### src/rtl/matmul_engine_if.sv
// Bus bundle for matmul_engine: job control, dimension overrides, A/B read ports,
// C write port and status. The slave modport is the engine side.
interface matmul_engine_if;
  logic        start;
  logic        ready;
  logic        override_dims;
  logic [31:0] ovr_a_dims;
  logic [31:0] ovr_b_dims;
  logic [15:0] a_base;
  logic [15:0] b_base;
  logic [15:0] c_base;
  logic [15:0] a_rd_addr;
  logic [31:0] a_rd_data;
  logic [15:0] b_rd_addr;
  logic [31:0] b_rd_data;
  logic        c_wr_en;
  logic [15:0] c_wr_addr;
  logic [31:0] c_wr_data;
  logic [15:0] dim_m;
  logic [15:0] dim_k;
  logic [15:0] dim_n;
  logic        dim_err;

  modport master (
    output start, override_dims, ovr_a_dims, ovr_b_dims, a_base, b_base, c_base,
           a_rd_data, b_rd_data,
    input  ready, a_rd_addr, b_rd_addr, c_wr_en, c_wr_addr, c_wr_data,
           dim_m, dim_k, dim_n, dim_err
  );

  modport slave (
    input  start, override_dims, ovr_a_dims, ovr_b_dims, a_base, b_base, c_base,
           a_rd_data, b_rd_data,
    output ready, a_rd_addr, b_rd_addr, c_wr_en, c_wr_addr, c_wr_data,
           dim_m, dim_k, dim_n, dim_err
  );
endinterface

### src/rtl/matmul_engine.sv
// Sequential matrix multiplier: one multiply-accumulate per cycle over K, one C write
// per output element, with A row-major and B column-major in synchronous SRAMs.
module matmul_engine (
  input  logic            clk,
  input  logic            reset_n,
  matmul_engine_if.slave  bus
);

  typedef enum logic [2:0] {IDLE, DIMS_RD, DIMS_CAP, MAC, DRAIN, WRITE} state_e;

  state_e      state_q, state_d;
  logic [15:0] k_q, k_d, i_q, i_d, j_q, j_d;
  logic [15:0] a_row_q, a_row_d;     // address of A(i,0)
  logic [15:0] b_col_q, b_col_d;     // address of B(0,j)
  logic [15:0] b_first_q, b_first_d; // address of B(0,0)
  logic [15:0] c_ptr_q, c_ptr_d;     // address of the next C write
  logic [31:0] acc_q, acc_d;
  logic [15:0] a_rd_addr_q, a_rd_addr_d, b_rd_addr_q, b_rd_addr_d;
  logic        c_wr_en_q, c_wr_en_d;
  logic [15:0] c_wr_addr_q, c_wr_addr_d;
  logic [31:0] c_wr_data_q, c_wr_data_d;
  logic [15:0] dim_m_q, dim_m_d, dim_k_q, dim_k_d, dim_n_q, dim_n_d;
  logic        dim_err_q, dim_err_d;
  logic [31:0] prod;

  // Low 32 bits of a product are the same for signed and unsigned operands.
  assign prod = bus.a_rd_data * bus.b_rd_data;

  always_comb begin
    // NOTE: every signal gets a default before the case so no path leaves it
    // unassigned; otherwise synthesis infers a latch.
    state_d     = state_q;
    k_d         = k_q;
    i_d         = i_q;
    j_d         = j_q;
    a_row_d     = a_row_q;
    b_col_d     = b_col_q;
    b_first_d   = b_first_q;
    c_ptr_d     = c_ptr_q;
    acc_d       = acc_q;
    a_rd_addr_d = a_rd_addr_q;
    b_rd_addr_d = b_rd_addr_q;
    c_wr_en_d   = 1'b0;
    c_wr_addr_d = c_wr_addr_q;
    c_wr_data_d = c_wr_data_q;
    dim_m_d     = dim_m_q;
    dim_k_d     = dim_k_q;
    dim_n_d     = dim_n_q;
    dim_err_d   = dim_err_q;

    unique case (state_q)
      IDLE: begin
        if (bus.start) begin
          dim_err_d   = 1'b0;
          c_ptr_d     = bus.c_base;
          i_d         = '0;
          j_d         = '0;
          k_d         = '0;
          a_rd_addr_d = bus.a_base;
          b_rd_addr_d = bus.b_base;
          if (bus.override_dims) begin
            dim_m_d   = bus.ovr_a_dims[31:16];
            dim_k_d   = bus.ovr_a_dims[15:0];
            dim_n_d   = bus.ovr_b_dims[15:0];
            dim_err_d = bus.ovr_a_dims[15:0] != bus.ovr_b_dims[31:16];
            a_row_d   = bus.a_base;
            b_col_d   = bus.b_base;
            b_first_d = bus.b_base;
            // An empty override job has nothing to do, so it never leaves IDLE.
            if (bus.ovr_a_dims[31:16] != '0 && bus.ovr_a_dims[15:0] != '0 &&
                bus.ovr_b_dims[15:0] != '0)
              state_d = MAC;
          end else begin
            // Word 0 of each region is the dimension word; data follows it.
            a_row_d   = bus.a_base + 16'd1;
            b_col_d   = bus.b_base + 16'd1;
            b_first_d = bus.b_base + 16'd1;
            state_d   = DIMS_RD;
          end
        end
      end
      DIMS_RD: state_d = DIMS_CAP;
      DIMS_CAP: begin
        dim_m_d   = bus.a_rd_data[31:16];
        dim_k_d   = bus.a_rd_data[15:0];
        dim_n_d   = bus.b_rd_data[15:0];
        dim_err_d = bus.a_rd_data[15:0] != bus.b_rd_data[31:16];
        if (bus.a_rd_data[31:16] == '0 || bus.a_rd_data[15:0] == '0 ||
            bus.b_rd_data[15:0] == '0) begin
          state_d = IDLE;
        end else begin
          a_rd_addr_d = a_row_q;
          b_rd_addr_d = b_col_q;
          state_d     = MAC;
        end
      end
      MAC: begin
        // Read data lags the address by one cycle, so k=0 sees no valid product.
        acc_d = (k_q == '0) ? '0 : acc_q + prod;
        if (k_q == dim_k_q - 16'd1) begin
          state_d = DRAIN;
        end else begin
          k_d         = k_q + 16'd1;
          a_rd_addr_d = a_rd_addr_q + 16'd1;
          b_rd_addr_d = b_rd_addr_q + 16'd1;
        end
      end
      DRAIN: begin
        c_wr_en_d   = 1'b1;
        c_wr_data_d = acc_q + prod;
        c_wr_addr_d = c_ptr_q;
        c_ptr_d     = c_ptr_q + 16'd1;
        state_d     = WRITE;
      end
      WRITE: begin
        k_d = '0;
        if (j_q == dim_n_q - 16'd1 && i_q == dim_m_q - 16'd1) begin
          state_d = IDLE;
        end else begin
          if (j_q == dim_n_q - 16'd1) begin
            i_d     = i_q + 16'd1;
            j_d     = '0;
            a_row_d = a_row_q + dim_k_q;
            b_col_d = b_first_q;
          end else begin
            j_d     = j_q + 16'd1;
            b_col_d = b_col_q + dim_k_q;
          end
          a_rd_addr_d = a_row_d;
          b_rd_addr_d = b_col_d;
          state_d     = MAC;
        end
      end
      default: state_d = IDLE;
    endcase
  end

  always_ff @(posedge clk or negedge reset_n) begin
    // NOTE: state registers use non-blocking assignments so every flop samples
    // pre-edge values regardless of statement order.
    if (!reset_n) begin
      state_q     <= IDLE;
      k_q         <= '0;
      i_q         <= '0;
      j_q         <= '0;
      a_row_q     <= '0;
      b_col_q     <= '0;
      b_first_q   <= '0;
      c_ptr_q     <= '0;
      acc_q       <= '0;
      a_rd_addr_q <= '0;
      b_rd_addr_q <= '0;
      c_wr_en_q   <= 1'b0;
      c_wr_addr_q <= '0;
      c_wr_data_q <= '0;
      dim_m_q     <= '0;
      dim_k_q     <= '0;
      dim_n_q     <= '0;
      dim_err_q   <= 1'b0;
    end else begin
      state_q     <= state_d;
      k_q         <= k_d;
      i_q         <= i_d;
      j_q         <= j_d;
      a_row_q     <= a_row_d;
      b_col_q     <= b_col_d;
      b_first_q   <= b_first_d;
      c_ptr_q     <= c_ptr_d;
      acc_q       <= acc_d;
      a_rd_addr_q <= a_rd_addr_d;
      b_rd_addr_q <= b_rd_addr_d;
      c_wr_en_q   <= c_wr_en_d;
      c_wr_addr_q <= c_wr_addr_d;
      c_wr_data_q <= c_wr_data_d;
      dim_m_q     <= dim_m_d;
      dim_k_q     <= dim_k_d;
      dim_n_q     <= dim_n_d;
      dim_err_q   <= dim_err_d;
    end
  end

  assign bus.ready     = (state_q == IDLE);
  assign bus.a_rd_addr = a_rd_addr_q;
  assign bus.b_rd_addr = b_rd_addr_q;
  assign bus.c_wr_en   = c_wr_en_q;
  assign bus.c_wr_addr = c_wr_addr_q;
  assign bus.c_wr_data = c_wr_data_q;
  assign bus.dim_m     = dim_m_q;
  assign bus.dim_k     = dim_k_q;
  assign bus.dim_n     = dim_n_q;
  assign bus.dim_err   = dim_err_q;

endmodule
### src/flat_wrapper.sv
// flat-port wrapper written by rule: the top's interface ports become plain ports
module matmul_engine_flat 
  (clk, reset_n, bus_start, bus_override_dims, bus_ovr_a_dims, bus_ovr_b_dims, bus_a_base, bus_b_base, bus_c_base, bus_a_rd_data, bus_b_rd_data, bus_ready, bus_a_rd_addr, bus_b_rd_addr, bus_c_wr_en, bus_c_wr_addr, bus_c_wr_data, bus_dim_m, bus_dim_k, bus_dim_n, bus_dim_err);
  matmul_engine_if bus_i ();
  input  logic clk;
  input  logic reset_n;
  input wire logic [$bits(bus_i.start)-1:0] bus_start;
  input wire logic [$bits(bus_i.override_dims)-1:0] bus_override_dims;
  input wire logic [$bits(bus_i.ovr_a_dims)-1:0] bus_ovr_a_dims;
  input wire logic [$bits(bus_i.ovr_b_dims)-1:0] bus_ovr_b_dims;
  input wire logic [$bits(bus_i.a_base)-1:0] bus_a_base;
  input wire logic [$bits(bus_i.b_base)-1:0] bus_b_base;
  input wire logic [$bits(bus_i.c_base)-1:0] bus_c_base;
  input wire logic [$bits(bus_i.a_rd_data)-1:0] bus_a_rd_data;
  input wire logic [$bits(bus_i.b_rd_data)-1:0] bus_b_rd_data;
  output wire logic [$bits(bus_i.ready)-1:0] bus_ready;
  output wire logic [$bits(bus_i.a_rd_addr)-1:0] bus_a_rd_addr;
  output wire logic [$bits(bus_i.b_rd_addr)-1:0] bus_b_rd_addr;
  output wire logic [$bits(bus_i.c_wr_en)-1:0] bus_c_wr_en;
  output wire logic [$bits(bus_i.c_wr_addr)-1:0] bus_c_wr_addr;
  output wire logic [$bits(bus_i.c_wr_data)-1:0] bus_c_wr_data;
  output wire logic [$bits(bus_i.dim_m)-1:0] bus_dim_m;
  output wire logic [$bits(bus_i.dim_k)-1:0] bus_dim_k;
  output wire logic [$bits(bus_i.dim_n)-1:0] bus_dim_n;
  output wire logic [$bits(bus_i.dim_err)-1:0] bus_dim_err;
  assign bus_i.start = bus_start;
  assign bus_i.override_dims = bus_override_dims;
  assign bus_i.ovr_a_dims = bus_ovr_a_dims;
  assign bus_i.ovr_b_dims = bus_ovr_b_dims;
  assign bus_i.a_base = bus_a_base;
  assign bus_i.b_base = bus_b_base;
  assign bus_i.c_base = bus_c_base;
  assign bus_i.a_rd_data = bus_a_rd_data;
  assign bus_i.b_rd_data = bus_b_rd_data;
  assign bus_ready = bus_i.ready;
  assign bus_a_rd_addr = bus_i.a_rd_addr;
  assign bus_b_rd_addr = bus_i.b_rd_addr;
  assign bus_c_wr_en = bus_i.c_wr_en;
  assign bus_c_wr_addr = bus_i.c_wr_addr;
  assign bus_c_wr_data = bus_i.c_wr_data;
  assign bus_dim_m = bus_i.dim_m;
  assign bus_dim_k = bus_i.dim_k;
  assign bus_dim_n = bus_i.dim_n;
  assign bus_dim_err = bus_i.dim_err;
  matmul_engine u_core (.clk(clk), .reset_n(reset_n), .bus(bus_i));
endmodule
### config.mk
export PLATFORM = sky130hd
export DESIGN_NAME = matmul_engine_flat
export DESIGN_NICKNAME = d
export VERILOG_FILES = /design/src/rtl/matmul_engine_if.sv /design/src/rtl/matmul_engine.sv /design/src/flat_wrapper.sv
export SDC_FILE = /design/constraint.sdc
export NUM_CORES = 2
export LEC_CHECK = 0
export BUFFER_PORTS_ARGS = -buffer_cell sky130_fd_sc_hd__buf_2
export CAP_MARGIN = 20
export CORE_AREA = 2 2 212 370
export DETAILED_ROUTE_END_ITERATION = 16
export DIE_AREA = 0 0 214 372
export PLACE_DENSITY = 0.68
export SKIP_CTS_REPAIR_TIMING = 1
export SYNTH_ARGS = -nofsm -noshare
export SYNTH_HDL_FRONTEND = slang
export SYNTH_SLANG_ARGS = --single-unit
### constraint.sdc
create_clock -name clk -period 6.5 [get_ports clk]
set_input_delay 0.975 -clock clk [delete_from_list [all_inputs] [get_ports clk]]
set_output_delay 0.975 -clock clk [all_outputs]
set_load 0.02 [all_outputs]
==> flow_metrics.tcl <==
set metrics [dict create \
    rr_startpoint "u_core.acc_q[16]$_DFFE_PN0P_" \
    antenna_found_initial 6 \
    yosysSeqAreaShare 0.2024 \
    synth.most_common_cell "nand2_1" \
    ios 311 \
    netlist_area_um2 34250 \
    worstReg2RegEnd "u_core.acc_q[30]$_DFFE_PN0P_" \
    initial_core_util 0.4457 \
    synthTopCellsByCount "nand2_1 (542), inv_1 (534), fa_1 (440), and2_1 (297), dfrtp_1 (277)" \
    ys_types 79 \
    gp_congestion 1.018 \
    avgSynthCellArea_um2 8.725 \
    slowest_stage "fa_2" \
    wl_per_cell_um 22.19 \
    setup.worst_path.end "u_core.acc_q[31]$_DFFE_PN0P_" \
    yosysTopAreaCell "fa_1" \
    yosys_most_used_dff "dfrtp_1" \
    fin_worst_skew_ps 22.31 \
    die_y_um 372 \
    worst-setup-path-type "in2reg" \
    clock_path_buffers 3 \
    violations "setup timing" \
    drive_above_1_share 0.1850 \
    grt_max_degree 111 \
    critical_path.endpoint_type "flip-flop" \
    crit_path_cell_trace "clkbuf_4 > buf_4 > buf_4 > and2_1 > fa_1 > fa_1 > inv_1 > fa_1 > fa_1 > inv_1 > fa_1 > fa_1 > fa_2 > inv_1 > fa_1 > inv_1 > ha_1 > or2_2 > and2_1 > a2111oi_2 > a41o_1 > o31ai_1" \
    dp_hpwl_um 98820 \
    dieArea_um2 79610 \
    rr_worst_depth 23 \
    cts.htree.levels 1 \
    fmax_mhz 138.8 \
    synth_nets 4720 \
    fillers 7226 \
    critPathArrivalTime_ps 7620 \
    fin_nets 5154 \
    portBuffers 310 \
    route.antenna.remaining_nets 0 \
    fin_crit_ps 7203 \
    synth.area.top_cells "fa_1 (26%), dfrtp_1 (20%), ha_1 (6.4%)" \
    worstSkewPairLatency_ps 600 \
    synth_seq_cells 277 \
    rrSetupSlack_ps -510 \
    hold_class "in2async" \
    clk_pin_slew_ps 60 \
    cts-buffers-inserted 30 \
    status "finished with violations" \
    cp_max_fo 10 \
    drt_first_pass_iters 6 \
    ctsRootBufferMaster "clkbuf_16" \
    std_cell_rows 135 \
    startpoint "bus_b_rd_data[11]" \
    tritoncts "built" \
    first_global_vias 30980 \
    cap_violations 0 \
    cts.sinks 277 \
    maxSlewViolCount 0 \
    dp_cells 5342 \
    core_um2 76860 \
    layout.cells.non_filler 5412 \
    areaGrowthSynthToFinish_pct 18.07 \
    async_flop_share 1.000 \
    yosysWarnings 0 \
    required_ps 6920 \
    slowest_delay_ps 620 \
    worst_slack_ps -703.3 \
    via_per_inst 5.530 \
    synthCells 3926 \
    tightest_slew_ps 936.7 \
    grt_setup_unrepaired "true" \
    synth_top_area_share 0.2572 \
    crit_path_frequent_cell "fa_1" \
    drc 0 \
    hold_ws_ps 412.7 \
    dieWidth_um 214 \
    grt-ovfl-total 0 \
    route.vias.total 29930 \
    wl_um 120100 \
    start_kind "input pin" \
    grt_use_total 0.2999 \
    grt_pass1_wl_um 181400 \
    synth-edff-count 0 \
    period_share 1.108 \
    dr.first_iter.drc_count 2457 \
    setup_violations 24 \
    slew_headroom 0.3740 \
    hold_viol 0 \
]
## worst max-delay path, delay by kind of cell
family / cells / cell delay [ps]
adder cells (fa/ha/maj): 9 / 4460
AO/OA/AOI/OAI: 3 / 630
AND/OR/NAND/NOR: 3 / 710
buffers and inverters: 7 / 840
## per-layer routing
| layer | vias to the layer above | global-route usage | share of wire |
|---|---|---|---|
| met3 | 428 | 0.04096 | 0.058 |
| met1 | 14740 | 0.3096 | 0.33 |
| met2 | 1241 | 0.5531 | 0.52 |
| met5 | - | 0 | 0.00031 |
| met4 | 6 | 0.2234 | 0.089 |
| li1 | 13510 | - | - |
## how the worst min path moves through the flow
stage	startpoint	endpoint	slack, ps	cells past startpoint
2_1_floorplan	u_core.b_first_q[12]$_DFFE_PN0P_	u_core.b_first_q[12]$_DFFE_PN0P_	440	2
3_3_place_gp	u_core.bus.c_wr_addr[8]$_DFFE_PN0P_	u_core.bus.c_wr_addr[8]$_DFFE_PN0P_	460	2
3_5_place_dp	u_core.bus.c_wr_addr[7]$_DFFE_PN0P_	u_core.bus.c_wr_addr[7]$_DFFE_PN0P_	460	2
4_1_cts	reset_n	u_core.bus.c_wr_data[24]$_DFFE_PN0P_	440	1
5_1_grt	reset_n	u_core.bus.c_wr_data[24]$_DFFE_PN0P_	450	1
6_report	reset_n	u_core.bus.c_wr_data[23]$_DFFE_PN0P_	410	1
## final cells by class
type | count | area, µm² | area share
Inverter | 535 | 2008 | 0.04965
Timing Repair Buffer | 619 | 4237 | 0.1048
Sequential cell | 277 | 6932 | 0.1714
Clock buffer | 36 | 834.6 | 0.02063
Tap cell | 1027 | 1285 | 0.03177
Antenna cell | 2 | 5.005 | 0.0001237
Multi-Input combinational cell | 2897 | 24960 | 0.6171
Clock inverter | 19 | 183.9 | 0.004548
## per-stage QoR
| stage | instance area (µm²) | setup TNS [ps] | utilization | setup WS [ps] |
|---|---|---|---|---|
| after global placement | 38800 | -34410 | 0.5049 | -1371 |
| final | 40440 | -10740 | 0.5262 | -703.3 |
| after CTS | 39820 | -12900 | 0.5181 | -793.0 |
| after detailed placement | 38800 | -36530 | 0.5049 | -1419 |
| after floorplan | 34580 | -17590 | - | -1139 |
| after global routing | 40440 | -15470 | 0.5262 | -874.5 |
## state kept, by name (all words and copies together) (netlist names)
signal / cells
u_core.c_ptr_q: 16
u_core.i_q: 16
u_core.acc_q: 32
u_core.bus.a_rd_addr: 16
u_core.bus.dim_m: 16
u_core.a_row_q: 16
u_core.b_first_q: 16
u_core.bus.c_wr_addr: 16
u_core.j_q: 16
u_core.bus.dim_err: 1
u_core.k_q: 16
u_core.bus.b_rd_addr: 16
u_core.bus.dim_n: 16
u_core.bus.c_wr_data: 32
u_core.state_q: 3
u_core.b_col_q: 16
u_core.bus.c_wr_en: 1
u_core.bus.dim_k: 16
## layout by cell type (no fill, tap or decap), types with 19 or more instances in the layout
master,netlist,routed
nand2_1,542,539
inv_1,534,520
fa_1,440,427
buf_2,13,286
buf_4,5,285
and2_1,297,281
dfrtp_1,277,277
o21ai_0,214,195
nor2_1,187,184
ha_1,174,160
xnor2_1,149,144
xor2_1,121,121
nand3_1,89,89
mux2i_1,82,82
a21oi_1,87,75
nor3_1,51,48
nor4_1,42,42
nand4_1,41,41
clkbuf_16,0,31
and3_1,29,28
a211oi_1,28,27
buf_6,2,26
o22ai_1,22,22
a21o_1,21,21
a31oi_1,19,19
## cell families (layout without fill, tap and decap cells)
kind of cell / count (synthesis) / in the layout / share of synthesized area
buffers and inverters: 752 / 1209 / 0.08390
flip-flops: 277 / 277 / 0.2024
AO/OA/AOI/OAI: 543 / 543 / 0.1002
AND/OR/NAND/NOR: 1374 / 1374 / 0.1952
other: 0 / 2 / 0
multiplexers: 96 / 96 / 0.02856
XOR/XNOR: 270 / 270 / 0.06904
adder cells (fa/ha/maj): 614 / 614 / 0.3207
Power is left out: the tool's default activity adds up to more than one toggle a clock period on the data nets, which glitch-free logic cannot reach.
